$ cat src/rtl/rp_link_master_if.sv
// Signal bundle between rp_link_master and its surroundings: GPIO link to the ISA card plus
// the RP-side rx/sector/audio/port streams and the busy flag.
interface rp_link_master_if;
    logic        fpga_tx_req;
    logic        fpga_rx_req;
    logic [8:0]  link_do;
    logic        link_clock;
    logic [2:0]  link_state;
    logic [7:0]  link_di;
    logic [8:0]  rx_word;
    logic        rx_valid;
    logic        rx_ready;
    logic [7:0]  sec_data;
    logic        sec_valid;
    logic        sec_ready;
    logic [15:0] aud_r;
    logic [15:0] aud_l;
    logic        aud_valid;
    logic        aud_ready;
    logic [7:0]  port_id;
    logic [23:0] port_data;
    logic        port_valid;
    logic        port_ready;
    logic        busy;

    modport master (
        input  fpga_tx_req, fpga_rx_req, link_do, rx_ready, sec_data, sec_valid,
               aud_r, aud_l, aud_valid, port_id, port_data, port_valid,
        output link_clock, link_state, link_di, rx_word, rx_valid, sec_ready,
               aud_ready, port_ready, busy
    );

    modport slave (
        output fpga_tx_req, fpga_rx_req, link_do, rx_ready, sec_data, sec_valid,
               aud_r, aud_l, aud_valid, port_id, port_data, port_valid,
        input  link_clock, link_state, link_di, rx_word, rx_valid, sec_ready,
               aud_ready, port_ready, busy
    );
endinterface

$ cat src/rtl/rp_link_master.sv
// Host-side master of the FPGA<->RP GPIO link: drives CLOCK/STATE and moves words/bytes both ways.
// Define RPLINK_PORT_EN to enable the 4-byte PORT (mouse) channel.
module rp_link_master #(
    parameter int unsigned HALF    = 16,
    parameter int unsigned HOLD    = 4,
    parameter int unsigned SEC_LEN = 512
) (
    input logic              clk,
    input logic              rst_n,
    rp_link_master_if.master link
);
    localparam int unsigned CW = $clog2(HALF);
    localparam int unsigned SW = $clog2(SEC_LEN);
    localparam logic [CW-1:0] CntEdge = CW'(HALF - 1);
    localparam logic [CW-1:0] CntData = CW'(HOLD - 1);
    localparam logic [CW-1:0] CntSamp = CW'(HALF - 1 - HOLD);
    localparam logic [SW-1:0] SecLast = SW'(SEC_LEN - 1);

    // Encodings double as the STATE[2:0] code on the link.
    typedef enum logic [2:0] {
        StIdle   = 3'd0,
        StRead   = 3'd1,
        StPort   = 3'd2,
        StAudio  = 3'd3,
        StSector = 3'd4
    } state_e;

    state_e        state_q, state_d;
    logic [CW-1:0] cnt_q, cnt_d;
    logic          clk_q, clk_d;
    logic [2:0]    idx_q, idx_d;
    logic [SW-1:0] sec_cnt_q, sec_cnt_d;
    logic [31:0]   di_q, di_d;
    logic          tx_s_q, tx_s_d;
    logic [8:0]    rx_word_q, rx_word_d;
    logic          rx_valid_q, rx_valid_d;
    logic          sec_ready_q, sec_ready_d;
    logic          aud_ready_q, aud_ready_d;
    logic          edge_now, data_now;
`ifdef RPLINK_PORT_EN
    logic          port_ready_q, port_ready_d;
`endif

    always_comb begin
        state_d     = state_q;
        cnt_d       = (cnt_q == CntEdge) ? '0 : cnt_q + 1'b1;
        clk_d       = clk_q;
        idx_d       = idx_q;
        sec_cnt_d   = sec_cnt_q;
        di_d        = di_q;
        tx_s_d      = tx_s_q;
        rx_word_d   = rx_word_q;
        rx_valid_d  = rx_valid_q;
        sec_ready_d = 1'b0;
        aud_ready_d = 1'b0;
`ifdef RPLINK_PORT_EN
        port_ready_d = 1'b0;
`endif
        edge_now = (cnt_q == CntEdge);
        data_now = (cnt_q == CntData);

        if (rx_valid_q && link.rx_ready) rx_valid_d = 1'b0;
        if (state_q == StIdle && clk_q && cnt_q == CntSamp) tx_s_d = link.fpga_tx_req;

        if (edge_now) begin
            clk_d = ~clk_q;
            idx_d = idx_q + 3'd1;
            case (state_q)
                StRead: if (clk_q) begin
                    rx_word_d  = link.link_do;
                    rx_valid_d = 1'b1;
                end
                StAudio: if (idx_q == 3'd5) aud_ready_d = 1'b1;
`ifdef RPLINK_PORT_EN
                StPort: if (idx_q == 3'd3) port_ready_d = 1'b1;
`endif
                default: ;
            endcase
        end

        if (data_now) begin
            case (state_q)
                StIdle: if (idx_q == 3'd2) begin
                    // Arbitration only after a complete idle period.
                    idx_d = '0;
                    if (tx_s_q && !rx_valid_q) begin
                        state_d = StRead;
                        di_d    = '0;
                    end else if (link.fpga_rx_req && link.aud_valid) begin
                        state_d = StAudio;
                        di_d    = {link.aud_r, link.aud_l};
                    end else if (link.sec_valid) begin
                        state_d     = StSector;
                        di_d        = {link.sec_data, 24'h0};
                        sec_ready_d = 1'b1;
                        sec_cnt_d   = SW'(1);
`ifdef RPLINK_PORT_EN
                    end else if (link.port_valid) begin
                        state_d = StPort;
                        di_d    = {link.port_id, link.port_data};
`endif
                    end
                end
                StRead: if (idx_q == 3'd2) begin
                    state_d = StIdle;
                    idx_d   = '0;
                end
                StAudio: begin
                    if (idx_q == 3'd6) begin
                        state_d = StIdle;
                        idx_d   = '0;
                        di_d    = '0;
                    end else begin
                        di_d = {di_q[23:0], 8'h00};
                    end
                end
`ifdef RPLINK_PORT_EN
                StPort: begin
                    if (idx_q == 3'd4) begin
                        state_d = StIdle;
                        idx_d   = '0;
                        di_d    = '0;
                    end else begin
                        di_d = {di_q[23:0], 8'h00};
                    end
                end
`endif
                StSector: if (!clk_q) begin
                    if (sec_cnt_q == '0) begin
                        state_d = StIdle;
                        idx_d   = '0;
                        di_d    = '0;
                    end else if (link.sec_valid) begin
                        di_d        = {link.sec_data, 24'h0};
                        sec_ready_d = 1'b1;
                        sec_cnt_d   = (sec_cnt_q == SecLast) ? '0 : sec_cnt_q + 1'b1;
                    end else begin
                        // Starved: park CLOCK low until the next byte arrives.
                        cnt_d = cnt_q;
                    end
                end
                default: ;
            endcase
        end
    end

    always_ff @(posedge clk or negedge rst_n) begin
        if (!rst_n) begin
            state_q     <= StIdle;
            cnt_q       <= '0;
            clk_q       <= 1'b0;
            idx_q       <= '0;
            sec_cnt_q   <= '0;
            di_q        <= '0;
            tx_s_q      <= 1'b0;
            rx_word_q   <= '0;
            rx_valid_q  <= 1'b0;
            sec_ready_q <= 1'b0;
            aud_ready_q <= 1'b0;
        end else begin
            state_q     <= state_d;
            cnt_q       <= cnt_d;
            clk_q       <= clk_d;
            idx_q       <= idx_d;
            sec_cnt_q   <= sec_cnt_d;
            di_q        <= di_d;
            tx_s_q      <= tx_s_d;
            rx_word_q   <= rx_word_d;
            rx_valid_q  <= rx_valid_d;
            sec_ready_q <= sec_ready_d;
            aud_ready_q <= aud_ready_d;
        end
    end

`ifdef RPLINK_PORT_EN
    always_ff @(posedge clk or negedge rst_n) begin
        if (!rst_n) port_ready_q <= 1'b0;
        else        port_ready_q <= port_ready_d;
    end
    assign link.port_ready = port_ready_q;
`else
    assign link.port_ready = 1'b0;
`endif

    assign link.link_clock = clk_q;
    assign link.link_state = state_q;
    assign link.link_di    = di_q[31:24];
    assign link.rx_word    = rx_word_q;
    assign link.rx_valid   = rx_valid_q;
    assign link.sec_ready  = sec_ready_q;
    assign link.aud_ready  = aud_ready_q;
    assign link.busy       = (state_q != StIdle);
endmodule
$ cat src/flat_wrapper.sv
// flat-port wrapper written by rule: the top's interface ports become plain ports
module rp_link_master_flat 
#(
    parameter int unsigned HALF    = 16,
    parameter int unsigned HOLD    = 4,
    parameter int unsigned SEC_LEN = 512
)
  (clk, rst_n, link_fpga_tx_req, link_fpga_rx_req, link_link_do, link_rx_ready, link_sec_data, link_sec_valid, link_aud_r, link_aud_l, link_aud_valid, link_port_id, link_port_data, link_port_valid, link_link_clock, link_link_state, link_link_di, link_rx_word, link_rx_valid, link_sec_ready, link_aud_ready, link_port_ready, link_busy);
  rp_link_master_if link_i ();
  input logic clk;
  input logic rst_n;
  input wire logic [$bits(link_i.fpga_tx_req)-1:0] link_fpga_tx_req;
  input wire logic [$bits(link_i.fpga_rx_req)-1:0] link_fpga_rx_req;
  input wire logic [$bits(link_i.link_do)-1:0] link_link_do;
  input wire logic [$bits(link_i.rx_ready)-1:0] link_rx_ready;
  input wire logic [$bits(link_i.sec_data)-1:0] link_sec_data;
  input wire logic [$bits(link_i.sec_valid)-1:0] link_sec_valid;
  input wire logic [$bits(link_i.aud_r)-1:0] link_aud_r;
  input wire logic [$bits(link_i.aud_l)-1:0] link_aud_l;
  input wire logic [$bits(link_i.aud_valid)-1:0] link_aud_valid;
  input wire logic [$bits(link_i.port_id)-1:0] link_port_id;
  input wire logic [$bits(link_i.port_data)-1:0] link_port_data;
  input wire logic [$bits(link_i.port_valid)-1:0] link_port_valid;
  output wire logic [$bits(link_i.link_clock)-1:0] link_link_clock;
  output wire logic [$bits(link_i.link_state)-1:0] link_link_state;
  output wire logic [$bits(link_i.link_di)-1:0] link_link_di;
  output wire logic [$bits(link_i.rx_word)-1:0] link_rx_word;
  output wire logic [$bits(link_i.rx_valid)-1:0] link_rx_valid;
  output wire logic [$bits(link_i.sec_ready)-1:0] link_sec_ready;
  output wire logic [$bits(link_i.aud_ready)-1:0] link_aud_ready;
  output wire logic [$bits(link_i.port_ready)-1:0] link_port_ready;
  output wire logic [$bits(link_i.busy)-1:0] link_busy;
  assign link_i.fpga_tx_req = link_fpga_tx_req;
  assign link_i.fpga_rx_req = link_fpga_rx_req;
  assign link_i.link_do = link_link_do;
  assign link_i.rx_ready = link_rx_ready;
  assign link_i.sec_data = link_sec_data;
  assign link_i.sec_valid = link_sec_valid;
  assign link_i.aud_r = link_aud_r;
  assign link_i.aud_l = link_aud_l;
  assign link_i.aud_valid = link_aud_valid;
  assign link_i.port_id = link_port_id;
  assign link_i.port_data = link_port_data;
  assign link_i.port_valid = link_port_valid;
  assign link_link_clock = link_i.link_clock;
  assign link_link_state = link_i.link_state;
  assign link_link_di = link_i.link_di;
  assign link_rx_word = link_i.rx_word;
  assign link_rx_valid = link_i.rx_valid;
  assign link_sec_ready = link_i.sec_ready;
  assign link_aud_ready = link_i.aud_ready;
  assign link_port_ready = link_i.port_ready;
  assign link_busy = link_i.busy;
  rp_link_master #(.HALF(HALF), .HOLD(HOLD), .SEC_LEN(SEC_LEN)) u_core (.clk(clk), .rst_n(rst_n), .link(link_i));
endmodule
$ cat config.mk
export PLATFORM = sky130hd
export DESIGN_NAME = rp_link_master_flat
export DESIGN_NICKNAME = d
export VERILOG_FILES = /design/src/rtl/rp_link_master_if.sv /design/src/rtl/rp_link_master.sv /design/src/flat_wrapper.sv
export SDC_FILE = /design/constraint.sdc
export NUM_CORES = 1
export LEC_CHECK = 0
export ABC_CLOCK_PERIOD_IN_PS = 4000
export CORE_ASPECT_RATIO = 2
export CORE_UTILIZATION = 30
export CTS_CLUSTER_DIAMETER = 200
export DETAILED_ROUTE_END_ITERATION = 7
export MAX_ROUTING_LAYER = met4
export PLACE_DENSITY = 0.66
export SLEW_MARGIN = 20
export SYNTH_ARGS = -nofsm -noshare
export SYNTH_HDL_FRONTEND = slang
export SYNTH_SLANG_ARGS = --single-unit
export TNS_END_PERCENT = 30
$ cat constraint.sdc
create_clock -name clk -period 4 [get_ports clk]
set_input_delay 1 -clock clk [delete_from_list [all_inputs] [get_ports clk]]
set_output_delay 1 -clock clk [all_outputs]
set_load 0.02 [all_outputs]
; ---- Yosys cells after proc, flatten, opt, wreduce, memory -nomap -nowiden
; Cells that the tools add are included.
; W data, S select, Z words.
[totals]
register_bits = 65
latch_bits = 0
ram_bits = 0
rom_bits = 0
input_bits = 89
out_inout_bits = 26
wordCells = 108
mem_count = 0
[op_classes]
add_sub_neg = 3
multipliers = 0
n_div = 0
n_lt_le_gt_ge = 0
eq_ne = 22
shifts = 0
muxes = 54
bitwise_logic = 1
reduce_logical = 17
[ops]
columns = cell, count
row1 = $mux W32, 7
row2 = $pmux W32 S3, 1
row3 = $mux W9, 8
row4 = $mux W3, 14
row5 = $mux W4, 6
row6 = $pmux W9 S2, 1
row7 = $mux W1, 14
row8 = $ne A2 B2 Y1 const B, 7
row9 = $pmux W3 S4, 1
row10 = $add A9 B1 Y9 const B, 1
row11 = $eq A3 B3 Y1 const B, 3
row12 = $eq A9 B9 Y1 const B, 1
row13 = $logic_not A9 Y1, 1
row14 = $pmux W3 S3, 1
row15 = $reduce_and A9 Y1, 1
row16 = $eq A4 B4 Y1 const B, 2
row17 = $reduce_and A8 Y1, 1
row18 = $eq A3 B2 Y1 const B, 2
row19 = $ne A2 B1 Y1 const B, 3
row20 = $reduce_bool A3 Y1, 2
row21 = $logic_and A1 B1 Y1, 5
row22 = $ne A5 B4 Y1 const B, 1
row23 = $add A4 B1 Y4 const B, 1
row24 = $eq A4 B2 Y1 const B, 1
row25 = other kinds (12), 12

; ---- Depth between registers and ports, before layout
; Gate-level depths: netlist of run 1.
[logic_depth]
word_depth = 7
mapped_depth = 8
mapped_depth_nobuf = 8

; ---- Worst setup path after synthesis of run 1
; Ideal clock, no wire load.
[synth_timing]
path_type = flip-flop to output port
start = register u_core.state_q[1], in the netlist u_core.link.link_state[1]
end = output port link_busy
arrival_ns = 1.063
required_ns = 3.000
setup_slack_ns = 1.937
stages_incl_launch_ff = 3
path_buffers = 1
path_cell_list = dfrtp_1 buf_6 or3_4
[synth_between]
elab_chain_len = 1
[synth_lines]
columns = element, line
row1 = from (decl), rp_link_master.sv:28  ; state_e state_q, state_d;
row2 = from (signal assigned), rp_link_master.sv:149  ; state_q <= StIdle;
row3 = from (signal assigned), rp_link_master.sv:161  ; state_q <= state_d;
row4 = $reduce_bool A3 Y1, rp_link_master.sv:192  ; assign link.busy = (state_q != StIdle);
row5 = to (decl), flat_wrapper.sv:32  ; output wire logic [$bits(link_i.busy)-1:0] link_busy;
; No other way between the ends.

; ---- Worst setup path after layout of run 1
; Same ends and word-level chain as after synthesis.

==> key figures, run 1 <==
Pwr
  • Power per cell area: roughly 390 mW/mm2
  • Power Total: between 1.5 and 2 mW
  • Worst VDD drop: about 210 uV
  • LEAKAGE: 1.808 nW

Clocking
  • Worst-path clk slew: approximately 0.06 ns
  • Resize count post-CTS: 0
  • TritonCTS buffer count: 9
  • Worst-skew pair later-pin latency: about 0.33 ns
  • Clk buf depth: 2
  • CTS tree: done
  • H-tree depth: 3
  • Postcts setup bufs: 0
  • Root Driver: clkbuf_16
  • Sink Count: 65
  • Post-CTS Hold Fix Bufs: 0

Synthesis
  • Multiplexer area fraction after synthesis: approximately 4.7%
  • Yosys Warn Count: 0
  • Main combinational cell family by area after synthesis: compound AO/OA/AOI/OAI gates
  • Synth unique cells: 56
  • Mean Syn Cell Area: approximately 11 um2
  • Async SR Flop Fraction: between 90% and 100%
  • Compound-Gate Fraction of Synth Area: between 20% and 30%
  • Post-Synth XOR/XNOR Area: less than 1%
  • Cells after synthesis: 300
  • #FFs+latches synth: 65
  • Synthesized area: approximately 0.0033 mm2
  • Adder-cell share of the synthesized area: between 2 and 3%
  • Sequential area share after synthesis: 49.21%
  • Post-synth EDFFs: 0
  • Mapped Nets: between 300 and 400
  • Synth Area in Simple Gates: 13.70%
  • Dominant synthesized flop cell: dfrtp_1

Worst hold path
  • Hold Crit Class: register to register

Global routing
  • Vias in the first global route: between 2000 and 3000
  • First-pass GRT wire length: 13860 um
  • Total GRT Usage: about 16%
  • Largest net degree at the start of global routing: 48
  • Gr ovfl total: 0
  • Initial antenna violation count: 0

Timing
  • Worst setup margin: approximately 1.1 ns
  • Max Freq: roughly 340 MHz
  • Final setup vio count: 0
  • Final-report max-slew violation count: 0
  • Final period util: ~73%
  • Unrepaired setup endpoints after global routing: no
  • Clock Skew: 0.006121 ns
  • Setup TNS: 0 ns
  • Worst slew pin tran: 0.8194 ns
  • Final Critical Period: ~2.9 ns
  • Slew HR: 45.26%
  • Worst Hold Margin: just under 0.5 ns
  • Final hold viol count: 0

Critical path
  • Worst Setup End Kind: output pin
  • Top Family by Delay on Critical Path: buffers and inverters
  • Slowest-stage cell, CP: clkdlybuf4s50_1
  • Worst EP required: roughly 3 ns
  • Setup CP Type: register to output pin
  • CP max stage delay: approximately 0.56 ns
  • Startpoint types: register
  • Critical path data arrival time: ~1.9 ns
  • Cells along the critical path: or3_4 -> clkdlybuf4s50_1
  • Worst Path Max Fanout: 12
  • Number of buffers and inverters on the critical path: 1

Final layout
  • Post-route cell area: between 0.004 and 0.005 mm2
  • Fraction of layout cells with a size suffix above 1: roughly an eighth
  • # diodes: 0
  • Nets: 465
  • Non-filler instance count after layout: between 500 and 600
  • Area grow syn2layout: 35.31%
  • Fin util: between 40% and 50%

Place
  • PortBufs: 80
  • Worst slack, placed: between 0.9 and 1 ns
  • Final HPWL DP: 6248 um
  • Placer Congestion: between 0.8 and 0.9
  • Placed inst area: about 0.0041 mm2
  • Dpl cells: just under 500

Detailed routing
  • Met3 wire length: between 300 and 400 um
  • DRC: 0
  • First drt pass iteration count: 4
  • WL/cell: ~17 um
  • Met2 wire len: 4720 um
  • Vias/cell: 5.321
  • Initial drt markers: ~150
  • ANT nets after route: 0
  • DRT Wirelength: 8586 um
  • Max Used Layer: met4
  • Met1 WL: 3295 um
  • DR vias: 2719

Die
  • Die Y: about 150 um
  • IO Pins: between 100 and 150
  • Initial Utilization: just over 30%
  • Core Footprint: about 0.011 mm2
  • Die W: 76.23 um
  • Site Rows: 53
  • Die Area: 0.01147 mm2

Job
  • Max-Cap Viols: 0

Status
  • Status: finished, final reports clean
placed cells by master, fill, tap and decap left out, drive strengths merged, types with 4 or more instances in the layout:
| master | n |
|---|---|
| nand2 | 14 |
| clkdlybuf4s50 | 79 |
| nor3 | 4 |
| a21oi | 7 |
| o21ai | 25 |
| o31ai | 4 |
| nor2b | 6 |
| ha | 7 |
| dfrtp | 65 |
| mux2 | 13 |
| nor2 | 17 |
| clkinv | 4 |
| buf | 4 |
| a22oi | 24 |
| clkbuf | 9 |
| nand3 | 9 |
| inv | 10 |
| o2bb2ai | 16 |
| a22o | 16 |
cell usage after synthesis (5+ instances only):
master / n / area, um2
ha_1: 7 / 87.58
a22o_1: 16 / 140.1
inv_1: 10 / 37.54
a22oi_1: 24 / 180.2
clkbuf_1: 6 / 22.52
o2bb2ai_1: 16 / 140.1
nor2_1: 16 / 60.06
nand2_1: 14 / 52.55
o21ai_0: 12 / 60.06
mux2_2: 10 / 112.6
dfrtp_1: 65 / 1627
buf_2: 5 / 25.02
a21oi_1: 6 / 30.03
o21ai_1: 12 / 60.06
nand3_1: 9 / 45.04
buf_4: 12 / 90.09
nor2b_1: 6 / 37.54
flip-flops by register name, summed over array words and instances (netlist names):
name / flops
u_core.link.aud_ready: 1
u_core.di_q: 32
u_core.idx_q: 3
u_core.link.sec_ready: 1
u_core.tx_s_q: 1
u_core.cnt_q: 4
u_core.link.rx_word: 9
u_core.link.link_clock: 1
u_core.link.link_state: 3
u_core.sec_cnt_q: 9
u_core.link.rx_valid: 1
worst register-to-register path, cell delays in order (launching register included):
cell and delay [ns]:
dfrtp_1 0.42, inv_1 0.06, ha_1 0.28, nor3b_1 0.19, o41ai_2 0.54, nor2_2 0.21, o21ai_2 0.22, buf_4 0.36
a22o_1 0.19
metal layers:
metal | GRT usage [%] | vias up
li1 | - | 1248
met3 | 3.576 | 15
met1 | 17.17 | 1357
met5 | - | -
met4 | 7.404 | 0
met2 | 28.11 | 99
where the power goes:
| part | internal, mW | switching (mW) | leakage, nW |
|---|---|---|---|
| clock network | 0.545 | 0.286 | 0.155 |
| logic | 0.112 | 0.0955 | 0.812 |
| registers | 0.685 | 0.0240 | 0.840 |
| total | 1.34 | 0.405 | 1.81 |
cell type report:
class	count	area, um2
Sequential cell	65	1627
Inverter	10	37.54
Clock inverter	7	95.09
Clock buffer	9	225.2
Timing Repair Buffer	83	818.3
Tap cell	137	171.4
Fill cell	1032	6137
Multi-Input combinational cell	200	1499
final timing paths:
path | from | end | slack [ns] | cells past startpoint
hold reg to reg | u_core.di_q[23] | u_core.di_q[23] | 0.49 | 1
min in group asynchronous | rst_n | u_core.link.aud_ready | 0.62 | 1
max in group asynchronous | rst_n | u_core.link.rx_word[1] | 2.42 | 2
setup / recovery | u_core.link.link_state[1] | link_busy | 1.08 | 2
hold / removal | u_core.di_q[23] | u_core.di_q[23] | 0.49 | 1
setup reg to reg | u_core.idx_q[0] | u_core.di_q[1] | 1.47 | 8
cell families (layout without fill, tap and decap cells):
logic type,after synthesis,in the layout
AO/OA/AOI/OAI,101,101
XOR/XNOR,3,3
adder cells (fa/ha/maj),7,7
buffers and inverters,35,109
flip-flops,65,65
multiplexers,14,14
other,1,1
AND/OR/NAND/NOR,74,74
Power figures use the tool's default switching activity.
==> run 2, diff against run 1 <==
Settings changed: ABC_CLOCK_PERIOD_IN_PS 4000 to 2600, PLACE_DENSITY 0.66 to 0.68.
Clock period 4 ns to 2.6 ns, I/O delays scaled along.
==> run 2 against run 1 <==
Effect of this change: sequential cell count unchanged; first-iteration DRC count down 18%; register-to-register slack worse by 1.1 ns; clock power up 49%; hold slack worse by 0.15 ns; critical endpoint unchanged.
==> key figures, run 2 (same netlist as run 1, synthesis figures left out) <==
Final layout
  • Nets: 473 (was 465)
  • Max reg flops: 32 (unchanged)
  • Fraction of layout cells with a size suffix above 1: 14.66% (was 12.83%)
  • Commonest non-fill, non-tap cell in the layout: clkdlybuf4s50_1 (unchanged)
  • Commonest cells after routing, fill and taps aside: clkdlybuf4s50_1 (79), dfrtp_1 (65), a22oi_1 (24) (unchanged)
  • Post-route cell area: 0.004557 mm2 (was 0.004473 mm2)
  • Reg area: 0.001627 mm2 (unchanged)
  • Footprint of the multi-input gates: 0.001491 mm2 (was 0.001499 mm2)
  • # diodes: 0 (unchanged)
  • Largest Register: u_core.di_q (unchanged)
  • Area grow syn2layout: 37.85% (was 35.31%)
  • Filler cells: 1026 (was 1032)

Critical path
  • CP max stage delay: 0.56 ns (about the same)
  • Worst Setup End Kind: output pin (unchanged)
  • Critical path data arrival time: 1.89 ns (was 1.92 ns)
  • Cells along the critical path: or3_4 -> clkdlybuf4s50_1 (unchanged)
  • Slowest-stage cell, CP: clkdlybuf4s50_1 (unchanged)
  • Critical Path Start: u_core.link.link_state[1] (unchanged)
  • Worst Path Max Fanout: 12 (unchanged)
  • Reg2reg start: u_core.idx_q[0] (unchanged)
  • Startpoint types: register (unchanged)
  • Setup CP Type: register to output pin (unchanged)
  • Worst EP required: 1.95 ns (was 3.00 ns)
  • Reg2Reg Depth: 6 (was 8)

Die
  • Die W: 76.23 um (unchanged)
  • IO Pins: 115 (unchanged)
  • Initial Utilization: 31.16% (unchanged)
  • Die Y: 150.5 um (unchanged)
  • Die Area: 0.01147 mm2 (unchanged)
  • Site Rows: 53 (unchanged)
  • Core Footprint: 0.01061 mm2 (unchanged)

Clocking
  • H-tree depth: 3 (unchanged)
  • Postcts setup bufs: 0 (unchanged)
  • Root Driver: clkbuf_16 (unchanged)
  • TritonCTS buffer count: 9 (unchanged)
  • Resize count post-CTS: 0 (unchanged)
  • Post-CTS Hold Fix Bufs: 0 (unchanged)
  • CTS tree: done (unchanged)
  • Worst-skew pair later-pin latency: 0.33 ns (about the same)
  • Sink Count: 65 (unchanged)
  • Worst-path clk slew: 0.06 ns (about the same)
  • Clk buf depth: 2 (unchanged)

Timing
  • Worst Hold Margin: 0.3454 ns (was 0.4905 ns)
  • Setup TNS: 0 ns (unchanged)
  • Final-report max-slew violation count: 0 (unchanged)
  • Slew HR: 57.14% (was 45.26%)
  • Max Freq: 394.3 MHz
  • Final setup vio count: 0 (unchanged)
  • Final period util: between 90% and 100%
  • Worst slew pin tran: 0.6428 ns (was 0.8194 ns)
  • Final hold viol count: 0 (unchanged)
  • Final Critical Period: 2.536 ns
  • Unrepaired setup endpoints after global routing: no (unchanged)
  • Clock Skew: 0.007800 ns (was 0.006121 ns)

Pwr
  • Power per cell area: 583.4 mW/mm2 (was 390.5 mW/mm2)
  • Worst VDD drop: 508.2 uV (was 212.3 uV)
  • Cell Int Power: 2.034 mW (was 1.342 mW)
  • Clock share of power: 46.7% (was 47.5%)
  • LEAKAGE: 1.860 nW (was 1.808 nW)
  • Logic pwr share: 12.2% (was 11.9%)
  • Sequential Power Share: 41.1% (was 40.6%)
  • Sw Pwr: 624.7 uW (was 405.1 uW)
  • Switching Share: 23.50% (was 23.19%)

Place
  • Placer Congestion: 0.8370 (was 0.8411)
  • Final HPWL DP: 6129 um (was 6248 um)
  • PortBufs: 80 (unchanged)
  • Placed inst area: 0.004243 mm2 (was 0.004145 mm2)

Status
  • Status: finished, final reports clean (unchanged)

Global routing
  • Largest net degree at the start of global routing: 40 (was 48)
  • Initial antenna violation count: 0 (unchanged)
  • First-pass GRT wire length: 13210 um (was 13860 um)
  • Gr ovfl total: 0 (unchanged)
  • Total GRT Usage: 15.21% (was 16.06%)
  • Vias in the first global route: 2637 (was 2725)

Detailed routing
  • Met3 wire length: 437 um (was 377 um)
  • First drt pass iteration count: 4 (unchanged)
  • DR vias: 2676 (was 2719)
  • Met1 WL: 3078 um (was 3295 um)
  • Vias/cell: 5.156 (was 5.321)
  • Initial drt markers: 121 (was 148)
  • Met2 wire len: 4653 um (was 4720 um)
  • Max Used Layer: met4 (unchanged)
  • WL/cell: 16.00 um (was 16.80 um)
  • ANT nets after route: 0 (unchanged)
  • DRC: 0 (unchanged)
  • DRT Wirelength: 8303 um (was 8586 um)

Worst hold path
  • Hold Crit Class: input pin to asynchronous set/reset pin (was register to register)

Job
  • Max-Cap Viols: 0 (unchanged)
[run 2: routing by layer]
layer | GRT usage (%) | up-vias
li1 | - | 1271
met4 | 5.385 | 0
met2 | 27.25 | 82
met1 | 16.28 | 1311
met3 | 3.515 | 12
met5 | - | -
[run 2: power by group through the flow]
stage | clock [mW] | combinational, mW | sequential [mW]
after CTS | 1.27 | 0.330 | 1.09
after detailed placement | 0 | 0.327 | 1.11
after global routing | 1.31 | 0.351 | 1.10
after global placement | 0 | 0.325 | 1.11
after floorplan | 0 | 0.155 | 1.11
final | 1.24 | 0.325 | 1.09
[run 2: worst paths after layout]
path | slack (ns) | to
max | 0.06 | link_busy
min | 0.35 | u_core.link.aud_ready
max reg2reg | 0.40 | u_core.link.link_state[0]
min reg2reg | 0.49 | u_core.di_q[21]
max in group asynchronous | 1.62 | u_core.di_q[19]
min in group clk | 0.49 | u_core.di_q[21]
[run 2: critical path: cells and delay by family (launching register included)]
family | cells | cell delay, ns
buffers and inverters | 1 | 0.56
DFF | 1 | 0.52
and+or+nand+nor | 1 | 0.49
[run 2: layout make-up]
class                   count  share of cell area [%]
clock buffers              11                   5.546
clock inverters             5                   1.345
inverters                  10                  0.8237
multi-input cells         200                   32.73
flip-flops and latches     65                   35.69
well taps                 137                   3.762
repair buffers             91                   20.10
[run 2: stage by stage]
stage	std cells	worst slack (ns)	power, mW	util [%]
after detailed placement	503	0.2543	1.436	39.99
after CTS	519	0.06017	2.692	42.95
final	519	0.06397	2.658	42.95
after floorplan	300	0.6083	1.260	-
after global routing	519	0.01276	2.763	42.95
after global placement	503	0.2776	1.431	39.99
